### src/rtl/nand_pkg.sv
// nand_pkg: shared constants for the NAND page-read setup stage
// (command bytes, CPINS bit positions, idle pin levels, FSM state encoding,
// address byte selection).
package nand_pkg;

  localparam logic [7:0] CMD_READ_1ST = 8'h00;
  localparam logic [7:0] CMD_READ_2ND = 8'h30;

  localparam int CP_WE  = 0;
  localparam int CP_CE  = 1;
  localparam int CP_CLE = 2;
  localparam int CP_ALE = 3;
  localparam int CP_RE  = 4;

  // WE#=1, CE#=1, CLE=0, ALE=0, RE#=1
  localparam logic [4:0] CPINS_IDLE = 5'b10011;

  localparam logic [2:0] S_IDLE    = 3'd0;
  localparam logic [2:0] S_CMD1    = 3'd1;
  localparam logic [2:0] S_ADDR    = 3'd2;
  localparam logic [2:0] S_CMD2    = 3'd3;
  localparam logic [2:0] S_TWB     = 3'd4;
  localparam logic [2:0] S_WAIT_RB = 3'd5;
  localparam logic [2:0] S_HANDOFF = 3'd6;

  // Address bytes go out LSB-first: col low, col high, row low, row mid, row high.
  function automatic logic [7:0] addr_byte(input logic [15:0] col,
                                           input logic [23:0] row,
                                           input int          idx);
    logic [7:0] b;
    case (idx)
      0:       b = col[7:0];
      1:       b = col[15:8];
      2:       b = row[7:0];
      3:       b = row[15:8];
      default: b = row[23:16];
    endcase
    return b;
  endfunction

endpackage

### src/rtl/nand_read_setup_if.sv
// nand_read_setup_if: request/handoff and NAND pin bundle of the read setup stage.
// slave = the setup stage itself, master = whatever drives requests and the NAND pins model.
interface nand_read_setup_if;
  logic        start;
  logic [15:0] col_addr;
  logic [23:0] row_addr;
  logic        rb_n;
  logic        read_complete;
  logic [4:0]  CPINS;
  logic [7:0]  io_out;
  logic        io_oe;
  logic        read_start;
  logic        busy;
  logic        timeout_err;

  modport master (
    output start, col_addr, row_addr, rb_n, read_complete,
    input  CPINS, io_out, io_oe, read_start, busy, timeout_err
  );

  modport slave (
    input  start, col_addr, row_addr, rb_n, read_complete,
    output CPINS, io_out, io_oe, read_start, busy, timeout_err
  );
endinterface

### src/rtl/nand_read_setup_bus_cycle.sv
// nand_bus_cycle: one NAND command/address write cycle. A go pulse latches the
// byte and its type; WE# is low for WE_LOW_CYCLES then high for WE_HIGH_CYCLES
// with IO/CLE/ALE held. done is high in the last high clock so the next go can
// start the following cycle with no idle gap.
module nand_bus_cycle
  import nand_pkg::*;
#(
  parameter int WE_LOW_CYCLES  = 1,
  parameter int WE_HIGH_CYCLES = 1
) (
  input  logic       clk,
  input  logic       rst,
  input  logic       go,
  input  logic [7:0] byte_in,
  input  logic       is_cmd,
  output logic       we_n,
  output logic       cle,
  output logic       ale,
  output logic       io_oe,
  output logic [7:0] io_out,
  output logic       active,
  output logic       done
);

  localparam int PH_MAX = (WE_LOW_CYCLES > WE_HIGH_CYCLES) ? WE_LOW_CYCLES : WE_HIGH_CYCLES;
  localparam int CW     = (PH_MAX > 1) ? $clog2(PH_MAX) : 1;

  logic          active_q, active_d;
  logic          high_q, high_d;
  logic [CW-1:0] cnt_q, cnt_d;
  logic [7:0]    byte_q, byte_d;
  logic          cmd_q, cmd_d;
  logic          accept;

  // Phase sequencing: accept a new byte when idle or finishing, else walk low then high phase.
  always_comb begin
    active_d = active_q;
    high_d   = high_q;
    cnt_d    = cnt_q;
    byte_d   = byte_q;
    cmd_d    = cmd_q;
    done     = active_q && high_q && (cnt_q == CW'(WE_HIGH_CYCLES - 1));
    accept   = go && (!active_q || done);
    if (accept) begin
      active_d = 1'b1;
      high_d   = 1'b0;
      cnt_d    = '0;
      byte_d   = byte_in;
      cmd_d    = is_cmd;
    end else if (done) begin
      active_d = 1'b0;
      high_d   = 1'b0;
      cnt_d    = '0;
    end else if (active_q) begin
      if (!high_q && (cnt_q == CW'(WE_LOW_CYCLES - 1))) begin
        high_d = 1'b1;
        cnt_d  = '0;
      end else begin
        cnt_d = cnt_q + CW'(1);
      end
    end
  end

  // Control state, cleared by reset so the pins fall back to idle immediately.
  always_ff @(posedge clk) begin
    if (rst) begin
      active_q <= 1'b0;
      high_q   <= 1'b0;
      cnt_q    <= '0;
    end else begin
      active_q <= active_d;
      high_q   <= high_d;
      cnt_q    <= cnt_d;
    end
  end

  // Latched byte and cycle type; only observed while active.
  always_ff @(posedge clk) begin
    byte_q <= byte_d;
    cmd_q  <= cmd_d;
  end

  assign active = active_q;
  assign we_n   = !(active_q && !high_q);
  assign cle    = active_q && cmd_q;
  assign ale    = active_q && !cmd_q;
  assign io_oe  = active_q;
  assign io_out = active_q ? byte_q : 8'h00;

endmodule

### src/rtl/nand_read_setup.sv
// nand_read_setup: command/address phase of a NAND page read. Sends 00h, the
// address bytes and 30h, waits tWB and the R/B# busy period, then raises
// read_start and keeps CE# low until the data-read stage reports completion.
// Optional: define NAND_RB_TIMEOUT_EN to bound the R/B# wait with TIMEOUT_CYCLES
// and report expiry on the sticky timeout_err output.
module nand_read_setup
  import nand_pkg::*;
#(
  parameter int ADDR_CYCLES    = 5,
  parameter int WE_LOW_CYCLES  = 1,
  parameter int WE_HIGH_CYCLES = 1,
  parameter int TWB_CYCLES     = 4,
  parameter int TIMEOUT_CYCLES = 65535
) (
  input  logic             clk,
  input  logic             rst,
  nand_read_setup_if.slave bus
);

  if (ADDR_CYCLES < 4 || ADDR_CYCLES > 5 || WE_LOW_CYCLES < 1 || WE_HIGH_CYCLES < 1 ||
      TWB_CYCLES < 1 || TIMEOUT_CYCLES < 1) begin : g_param_check
    $error("nand_read_setup: ADDR_CYCLES must be 4 or 5 and timing parameters >= 1");
  end

  localparam int IW = $clog2(ADDR_CYCLES + 1);
  localparam int TW = (TWB_CYCLES > 1) ? $clog2(TWB_CYCLES) : 1;

  logic [2:0]    state_q, state_d;
  logic [15:0]   col_q, col_d;
  logic [23:0]   row_q, row_d;
  logic [IW-1:0] idx_q, idx_d;
  logic [TW-1:0] twb_cnt_q, twb_cnt_d;
  logic          rb_meta_q, rb_sync_q;

`ifdef NAND_RB_TIMEOUT_EN
  localparam int OW = (TIMEOUT_CYCLES > 1) ? $clog2(TIMEOUT_CYCLES) : 1;
  logic [OW-1:0] tmo_cnt_q, tmo_cnt_d;
  logic          timeout_err_q, timeout_err_d;
`endif

  logic       go;
  logic [7:0] go_byte;
  logic       go_cmd;
  logic       bc_we_n, bc_cle, bc_ale, bc_oe, bc_active, bc_done;
  logic [7:0] bc_io;
  logic [4:0] cpins;

  nand_bus_cycle #(
    .WE_LOW_CYCLES  (WE_LOW_CYCLES),
    .WE_HIGH_CYCLES (WE_HIGH_CYCLES)
  ) u_bus_cycle (
    .clk     (clk),
    .rst     (rst),
    .go      (go),
    .byte_in (go_byte),
    .is_cmd  (go_cmd),
    .we_n    (bc_we_n),
    .cle     (bc_cle),
    .ale     (bc_ale),
    .io_oe   (bc_oe),
    .io_out  (bc_io),
    .active  (bc_active),
    .done    (bc_done)
  );

  // Read sequence FSM; each bus-cycle done chains the next byte in the same clock.
  always_comb begin
    state_d   = state_q;
    col_d     = col_q;
    row_d     = row_q;
    idx_d     = idx_q;
    twb_cnt_d = twb_cnt_q;
    go        = 1'b0;
    go_byte   = CMD_READ_1ST;
    go_cmd    = 1'b1;
`ifdef NAND_RB_TIMEOUT_EN
    tmo_cnt_d     = tmo_cnt_q;
    timeout_err_d = timeout_err_q;
`endif
    case (state_q)
      S_IDLE: begin
        if (bus.start) begin
          col_d   = bus.col_addr;
          row_d   = bus.row_addr;
          state_d = S_CMD1;
`ifdef NAND_RB_TIMEOUT_EN
          timeout_err_d = 1'b0;
`endif
        end
      end
      S_CMD1: begin
        if (!bc_active) begin
          go      = 1'b1;
          go_byte = CMD_READ_1ST;
          go_cmd  = 1'b1;
        end else if (bc_done) begin
          go      = 1'b1;
          go_byte = addr_byte(col_q, row_q, 0);
          go_cmd  = 1'b0;
          idx_d   = IW'(1);
          state_d = S_ADDR;
        end
      end
      S_ADDR: begin
        if (bc_done) begin
          go = 1'b1;
          if (idx_q == IW'(ADDR_CYCLES)) begin
            go_byte = CMD_READ_2ND;
            go_cmd  = 1'b1;
            state_d = S_CMD2;
          end else begin
            go_byte = addr_byte(col_q, row_q, int'(idx_q));
            go_cmd  = 1'b0;
            idx_d   = idx_q + IW'(1);
          end
        end
      end
      S_CMD2: begin
        if (bc_done) begin
          twb_cnt_d = '0;
          state_d   = S_TWB;
        end
      end
      S_TWB: begin
        if (twb_cnt_q == TW'(TWB_CYCLES - 1)) begin
          state_d = S_WAIT_RB;
`ifdef NAND_RB_TIMEOUT_EN
          tmo_cnt_d = '0;
`endif
        end else begin
          twb_cnt_d = twb_cnt_q + TW'(1);
        end
      end
      S_WAIT_RB: begin
        if (rb_sync_q) begin
          state_d = S_HANDOFF;
`ifdef NAND_RB_TIMEOUT_EN
        end else if (tmo_cnt_q == OW'(TIMEOUT_CYCLES - 1)) begin
          timeout_err_d = 1'b1;
          state_d       = S_IDLE;
        end else begin
          tmo_cnt_d = tmo_cnt_q + OW'(1);
`endif
        end
      end
      S_HANDOFF: begin
        if (bus.read_complete) begin
          state_d = S_IDLE;
        end
      end
      default: state_d = S_IDLE;
    endcase
  end

  // Control registers and R/B# synchroniser.
  always_ff @(posedge clk) begin
    if (rst) begin
      state_q   <= S_IDLE;
      idx_q     <= '0;
      twb_cnt_q <= '0;
      rb_meta_q <= 1'b0;
      rb_sync_q <= 1'b0;
    end else begin
      state_q   <= state_d;
      idx_q     <= idx_d;
      twb_cnt_q <= twb_cnt_d;
      rb_meta_q <= bus.rb_n;
      rb_sync_q <= rb_meta_q;
    end
  end

  // Latched request address, only used while the sequence runs.
  always_ff @(posedge clk) begin
    col_q <= col_d;
    row_q <= row_d;
  end

`ifdef NAND_RB_TIMEOUT_EN
  // R/B# wait watchdog and its sticky error flag.
  always_ff @(posedge clk) begin
    if (rst) begin
      tmo_cnt_q     <= '0;
      timeout_err_q <= 1'b0;
    end else begin
      tmo_cnt_q     <= tmo_cnt_d;
      timeout_err_q <= timeout_err_d;
    end
  end
  assign bus.timeout_err = timeout_err_q;
`else
  assign bus.timeout_err = 1'b0;
`endif

  // Pin map: CE# follows busy, RE# is left idle (owned by the data-read stage).
  always_comb begin
    cpins         = CPINS_IDLE;
    cpins[CP_WE]  = bc_we_n;
    cpins[CP_CE]  = (state_q == S_IDLE);
    cpins[CP_CLE] = bc_cle;
    cpins[CP_ALE] = bc_ale;
  end

  assign bus.CPINS      = cpins;
  assign bus.io_out     = bc_io;
  assign bus.io_oe      = bc_oe;
  assign bus.read_start = (state_q == S_HANDOFF);
  assign bus.busy       = (state_q != S_IDLE);

endmodule

### src/flat_wrapper.sv
// flat-port wrapper written by rule: the top's interface ports become plain ports
module nand_read_setup_flat import nand_pkg::*;
#(
  parameter int ADDR_CYCLES    = 5,
  parameter int WE_LOW_CYCLES  = 1,
  parameter int WE_HIGH_CYCLES = 1,
  parameter int TWB_CYCLES     = 4,
  parameter int TIMEOUT_CYCLES = 65535
)
  (clk, rst, bus_start, bus_col_addr, bus_row_addr, bus_rb_n, bus_read_complete, bus_CPINS, bus_io_out, bus_io_oe, bus_read_start, bus_busy, bus_timeout_err);
  nand_read_setup_if bus_i ();
  input  logic clk;
  input  logic rst;
  input wire logic [$bits(bus_i.start)-1:0] bus_start;
  input wire logic [$bits(bus_i.col_addr)-1:0] bus_col_addr;
  input wire logic [$bits(bus_i.row_addr)-1:0] bus_row_addr;
  input wire logic [$bits(bus_i.rb_n)-1:0] bus_rb_n;
  input wire logic [$bits(bus_i.read_complete)-1:0] bus_read_complete;
  output wire logic [$bits(bus_i.CPINS)-1:0] bus_CPINS;
  output wire logic [$bits(bus_i.io_out)-1:0] bus_io_out;
  output wire logic [$bits(bus_i.io_oe)-1:0] bus_io_oe;
  output wire logic [$bits(bus_i.read_start)-1:0] bus_read_start;
  output wire logic [$bits(bus_i.busy)-1:0] bus_busy;
  output wire logic [$bits(bus_i.timeout_err)-1:0] bus_timeout_err;
  assign bus_i.start = bus_start;
  assign bus_i.col_addr = bus_col_addr;
  assign bus_i.row_addr = bus_row_addr;
  assign bus_i.rb_n = bus_rb_n;
  assign bus_i.read_complete = bus_read_complete;
  assign bus_CPINS = bus_i.CPINS;
  assign bus_io_out = bus_i.io_out;
  assign bus_io_oe = bus_i.io_oe;
  assign bus_read_start = bus_i.read_start;
  assign bus_busy = bus_i.busy;
  assign bus_timeout_err = bus_i.timeout_err;
  nand_read_setup #(.ADDR_CYCLES(ADDR_CYCLES), .WE_LOW_CYCLES(WE_LOW_CYCLES), .WE_HIGH_CYCLES(WE_HIGH_CYCLES), .TWB_CYCLES(TWB_CYCLES), .TIMEOUT_CYCLES(TIMEOUT_CYCLES)) u_core (.clk(clk), .rst(rst), .bus(bus_i));
endmodule
### config.mk
export PLATFORM = sky130hd
export DESIGN_NAME = nand_read_setup_flat
export DESIGN_NICKNAME = d
export VERILOG_FILES = /design/src/rtl/nand_pkg.sv /design/src/rtl/nand_read_setup_if.sv /design/src/rtl/nand_read_setup_bus_cycle.sv /design/src/rtl/nand_read_setup.sv /design/src/flat_wrapper.sv
export SDC_FILE = /design/constraint.sdc
export NUM_CORES = 1
export LEC_CHECK = 0
export BUFFER_PORTS_ARGS = -buffer_cell sky130_fd_sc_hd__buf_2
export CAP_MARGIN = 20
export CORE_ASPECT_RATIO = 0.9
export CORE_MARGIN = 1
export CORE_UTILIZATION = 30
export DETAILED_ROUTE_END_ITERATION = 10
export PLACE_DENSITY_LB_ADDON = 0.1
export SYNTH_ARGS = -nofsm -noshare
export SYNTH_HDL_FRONTEND = slang
export SYNTH_SLANG_ARGS = --single-unit
### constraint.sdc
create_clock -name clk -period 6.6 [get_ports clk]
set_input_delay 0.66 -clock clk [delete_from_list [all_inputs] [get_ports clk]]
set_output_delay 0.66 -clock clk [all_outputs]
set_load 0.05 [all_outputs]
==> results.py <==
metrics = {
    "floorplan": {
        "die_w_um": 102,
        "initial_core_util_pct": 31.3,
        "pin_count": 62,
        "dieArea_um2": 9440,
        "die_h_um": 92.3,
        "num_rows": 32,
        "coreArea_um2": 8690,
    },
    "logic_synthesis": {
        "synth.most_common_cell": "edfxtp_1",
        "synth_top_cell_by_area": "edfxtp_1",
        "ys.flop_type": "edfxtp_1",
        "synth_area_leaders": "edfxtp_1, dfxtp_1, ha_1",
        "syn_nets": 261,
        "yosys-top-cells-count": "edfxtp_1, nand2_1, dfxtp_1",
        "synth-async-reset-ratio_pct": 0,
        "synth_edf_count": 49,
        "netlist-cell-type-count": 45,
        "ys_seq_elements": 62,
        "synth_area_per_cell_um2": 12.9,
        "synthCells": 210,
        "yosys_warnings": 0,
        "netlist_area_um2": 2720,
        "synth_top_area_share_pct": 54.1,
        "ys_seq_area_share_pct": 63.7,
    },
    "hold_path": {
        "whs_endpoint": "u_core.rb_sync_q",
        "hold_path.startpoint": "u_core.rb_meta_q",
        "hp-class": "register to register",
        "whs_path_depth": 1,
    },
    "critical_path": {
        "path_class": "register to output pin",
        "r2r_slack_ps": 4390,
        "rr_endpoint": "u_core.u_bus_cycle.byte_q[6]",
        "r2r_cells": 6,
        "start_kind": "register",
        "crit_fanout": 12,
        "required_ps": 5940,
        "cp.arrival_ps": 1640,
        "r2r-start": "u_core.idx_q[0]",
        "setup.worst_path.end_class": "output pin",
    },
    "pwr": {
        "p_comb_share_pct": 24.9,
        "p_clk_share_pct": 28.7,
        "vdd_drop_max_mv": 0.132,
        "p_leak_nw": 1.24,
        "switching_share_pct": 33.0,
        "powerDensity_nw_per_um2": 378,
        "seqPwrFrac_pct": 46.4,
        "p_switching_w": 0.000408,
        "p_total_w": 0.00124,
        "internal_power_w": 0.000830,
    },
    "global_routing": {
        "grt_pass1_wl_um": 8760,
        "first_global_vias": 1700,
        "grt_use_total_pct": 12.8,
        "grt_overflow": 0,
        "grt_max_degree": 41,
        "antenna_found_initial": 0,
    },
    "detailed_routing": {
        "drtIter0Drc": 82,
        "ant_nets": 0,
        "drcViolationCount": 0,
        "via_per_inst": 4.59,
        "drtPass1Iterations": 5,
        "wl_per_cell_um": 14.5,
        "vias": 1787,
        "drt_wl_total_um": 5620,
    },
    "clock_network": {
        "cts-root-buf": "clkbuf_8",
        "cts.repair.resized": 0,
        "clock_latency_ps": 340,
        "cts_tree": "built",
        "cts.path.max_buffers": 2,
        "htree_num_levels": 3,
        "path_clk_slew_ps": 60,
        "cts_setup_buffers": 0,
        "cts_hold_buf": 0,
        "cts.sinks": 62,
        "cts_inserted_buffers": 9,
    },
    "sta": {
        "hold_viol": 0,
        "timing.fmax_mhz": 435,
        "fin_crit_ps": 2300,
        "setup_violations": 0,
        "rsz0062_at_grt": "no",
        "slew_viol_final": 0,
        "relSlewSlack_pct": 54.0,
        "hold_slack_ps": 438,
        "worstMarginPinSlew_ps": 687,
        "min_period_over_period_pct": 34.8,
        "setup_tns_ps": 0,
        "skew_ps": 12.3,
        "fin_ws_ps": 4300,
    },
    "layout": {
        "final_area_um2": 3280,
        "multi_input_area_um2": 858,
        "fill_cells": 867,
        "drive_gt1_share_pct": 30.7,
        "layout.nets": 316,
        "regArea_um2": 1730,
        "synthToLayoutAreaGrowth_pct": 20.6,
        "num_antenna_cells": 0,
    },
    "placed_design": {
        "dpl.hpwl_um": 3950,
        "place_area_um2": 3070,
        "place_ws_ps": 4410,
        "io_buffers": 59,
        "place_congestion": 0.714,
    },
    "status": {
        "status": "complete, no violations",
    },
    "flow_run": {
        "cap_violations": 0,
    },
}
## cell type report
class | instances | share of cell area (%)
clock inverter | 4 | 2.18
timing repair buffer | 61 | 9.47
inverter | 6 | 0.687
multi-input combinational | 125 | 26.2
tap | 119 | 4.54
sequential | 62 | 52.8
clock buffer | 12 | 4.12
## through the flow
stage	utilization, %	cells
final	37.7	389
after global routing	37.7	389
after CTS	37.7	389
after detailed placement	35.4	373
after global placement	35.4	373
after floorplan	-	210
## power groups by stage
stage | logic, W | registers, W | clock network (W)
2_1_floorplan | 0.000258 | 0.000565 | 0
3_3_place_gp | 0.000313 | 0.000584 | 0
3_5_place_dp | 0.000313 | 0.000584 | 0
4_1_cts | 0.000314 | 0.000576 | 0.000361
5_1_grt | 0.000338 | 0.000585 | 0.000376
6_report | 0.000308 | 0.000575 | 0.000355
## state kept, by name (all words and copies together) (netlist names)
| register | count |
|---|---|
| u_core.row_q | 24 |
| u_core.col_q | 16 |
| u_core.u_bus_cycle.byte_q | 8 |
| u_core.idx_q | 3 |
| u_core.state_q | 3 |
| u_core.twb_cnt_q | 2 |
| u_core.rb_meta_q | 1 |
| u_core.rb_sync_q | 1 |
| u_core.u_bus_cycle.active | 1 |
| u_core.u_bus_cycle.cmd_q | 1 |
| u_core.u_bus_cycle.cnt_q | 1 |
| u_core.u_bus_cycle.high_q | 1 |
## cell families (layout without fill, tap and decap cells)
family          after synthesis  count (layout)  synth area share, %
compound gates               47              47                 13.7
mux                           1               1                0.368
buf+inv                      23              83                 4.70
flops                        62              62                 63.7
simple gates                 69              69                 14.5
other cells                   2               2                0.276
fa+ha+maj                     6               6                 2.76
## critical path, cell delays in order (launching register included)
cell and delay, ps:
dfxtp_1 520, nor2b_1 340, and2_1 180, buf_2 260
## layer usage
layer  routed length (um)  share of wire, %  up-vias  GRT usage, %
met5                    0                 0        -             0
met4                  107               1.9        0          6.07
met3                  287               5.1        9          3.47
met2                 2360                42       56          18.2
met1                 2870                51      833          17.8
li1                     -                 -      889             -
## worst max path at each step
stage / startpoint / to / depth (start not counted)
2_1_floorplan: u_core.state_q[2] / u_core.col_q[0] / 4
3_3_place_gp: u_core.idx_q[0] / u_core.u_bus_cycle.byte_q[6] / 6
3_5_place_dp: u_core.idx_q[0] / u_core.u_bus_cycle.byte_q[6] / 6
4_1_cts: u_core.state_q[1] / bus_read_start / 3
5_1_grt: u_core.state_q[1] / bus_read_start / 3
6_report: u_core.state_q[1] / bus_read_start / 3
## layout by cell type (no fill, tap or decap), drive strengths merged, types with 3 or more instances in the layout
| cell | count |
|---|---|
| buf | 61 |
| a22oi | 3 |
| a222oi | 6 |
| o21ai | 10 |
| clkbuf | 12 |
| dfxtp | 13 |
| and2 | 12 |
| a21oi | 8 |
| a221oi | 6 |
| or3 | 4 |
| ha | 6 |
| nor2b | 5 |
| nor2 | 11 |
| inv | 6 |
| edfxtp | 49 |
| nand2 | 17 |
| nor3 | 4 |
| nand2b | 9 |
No activity file was read; power rests on OpenSTA's default activity.
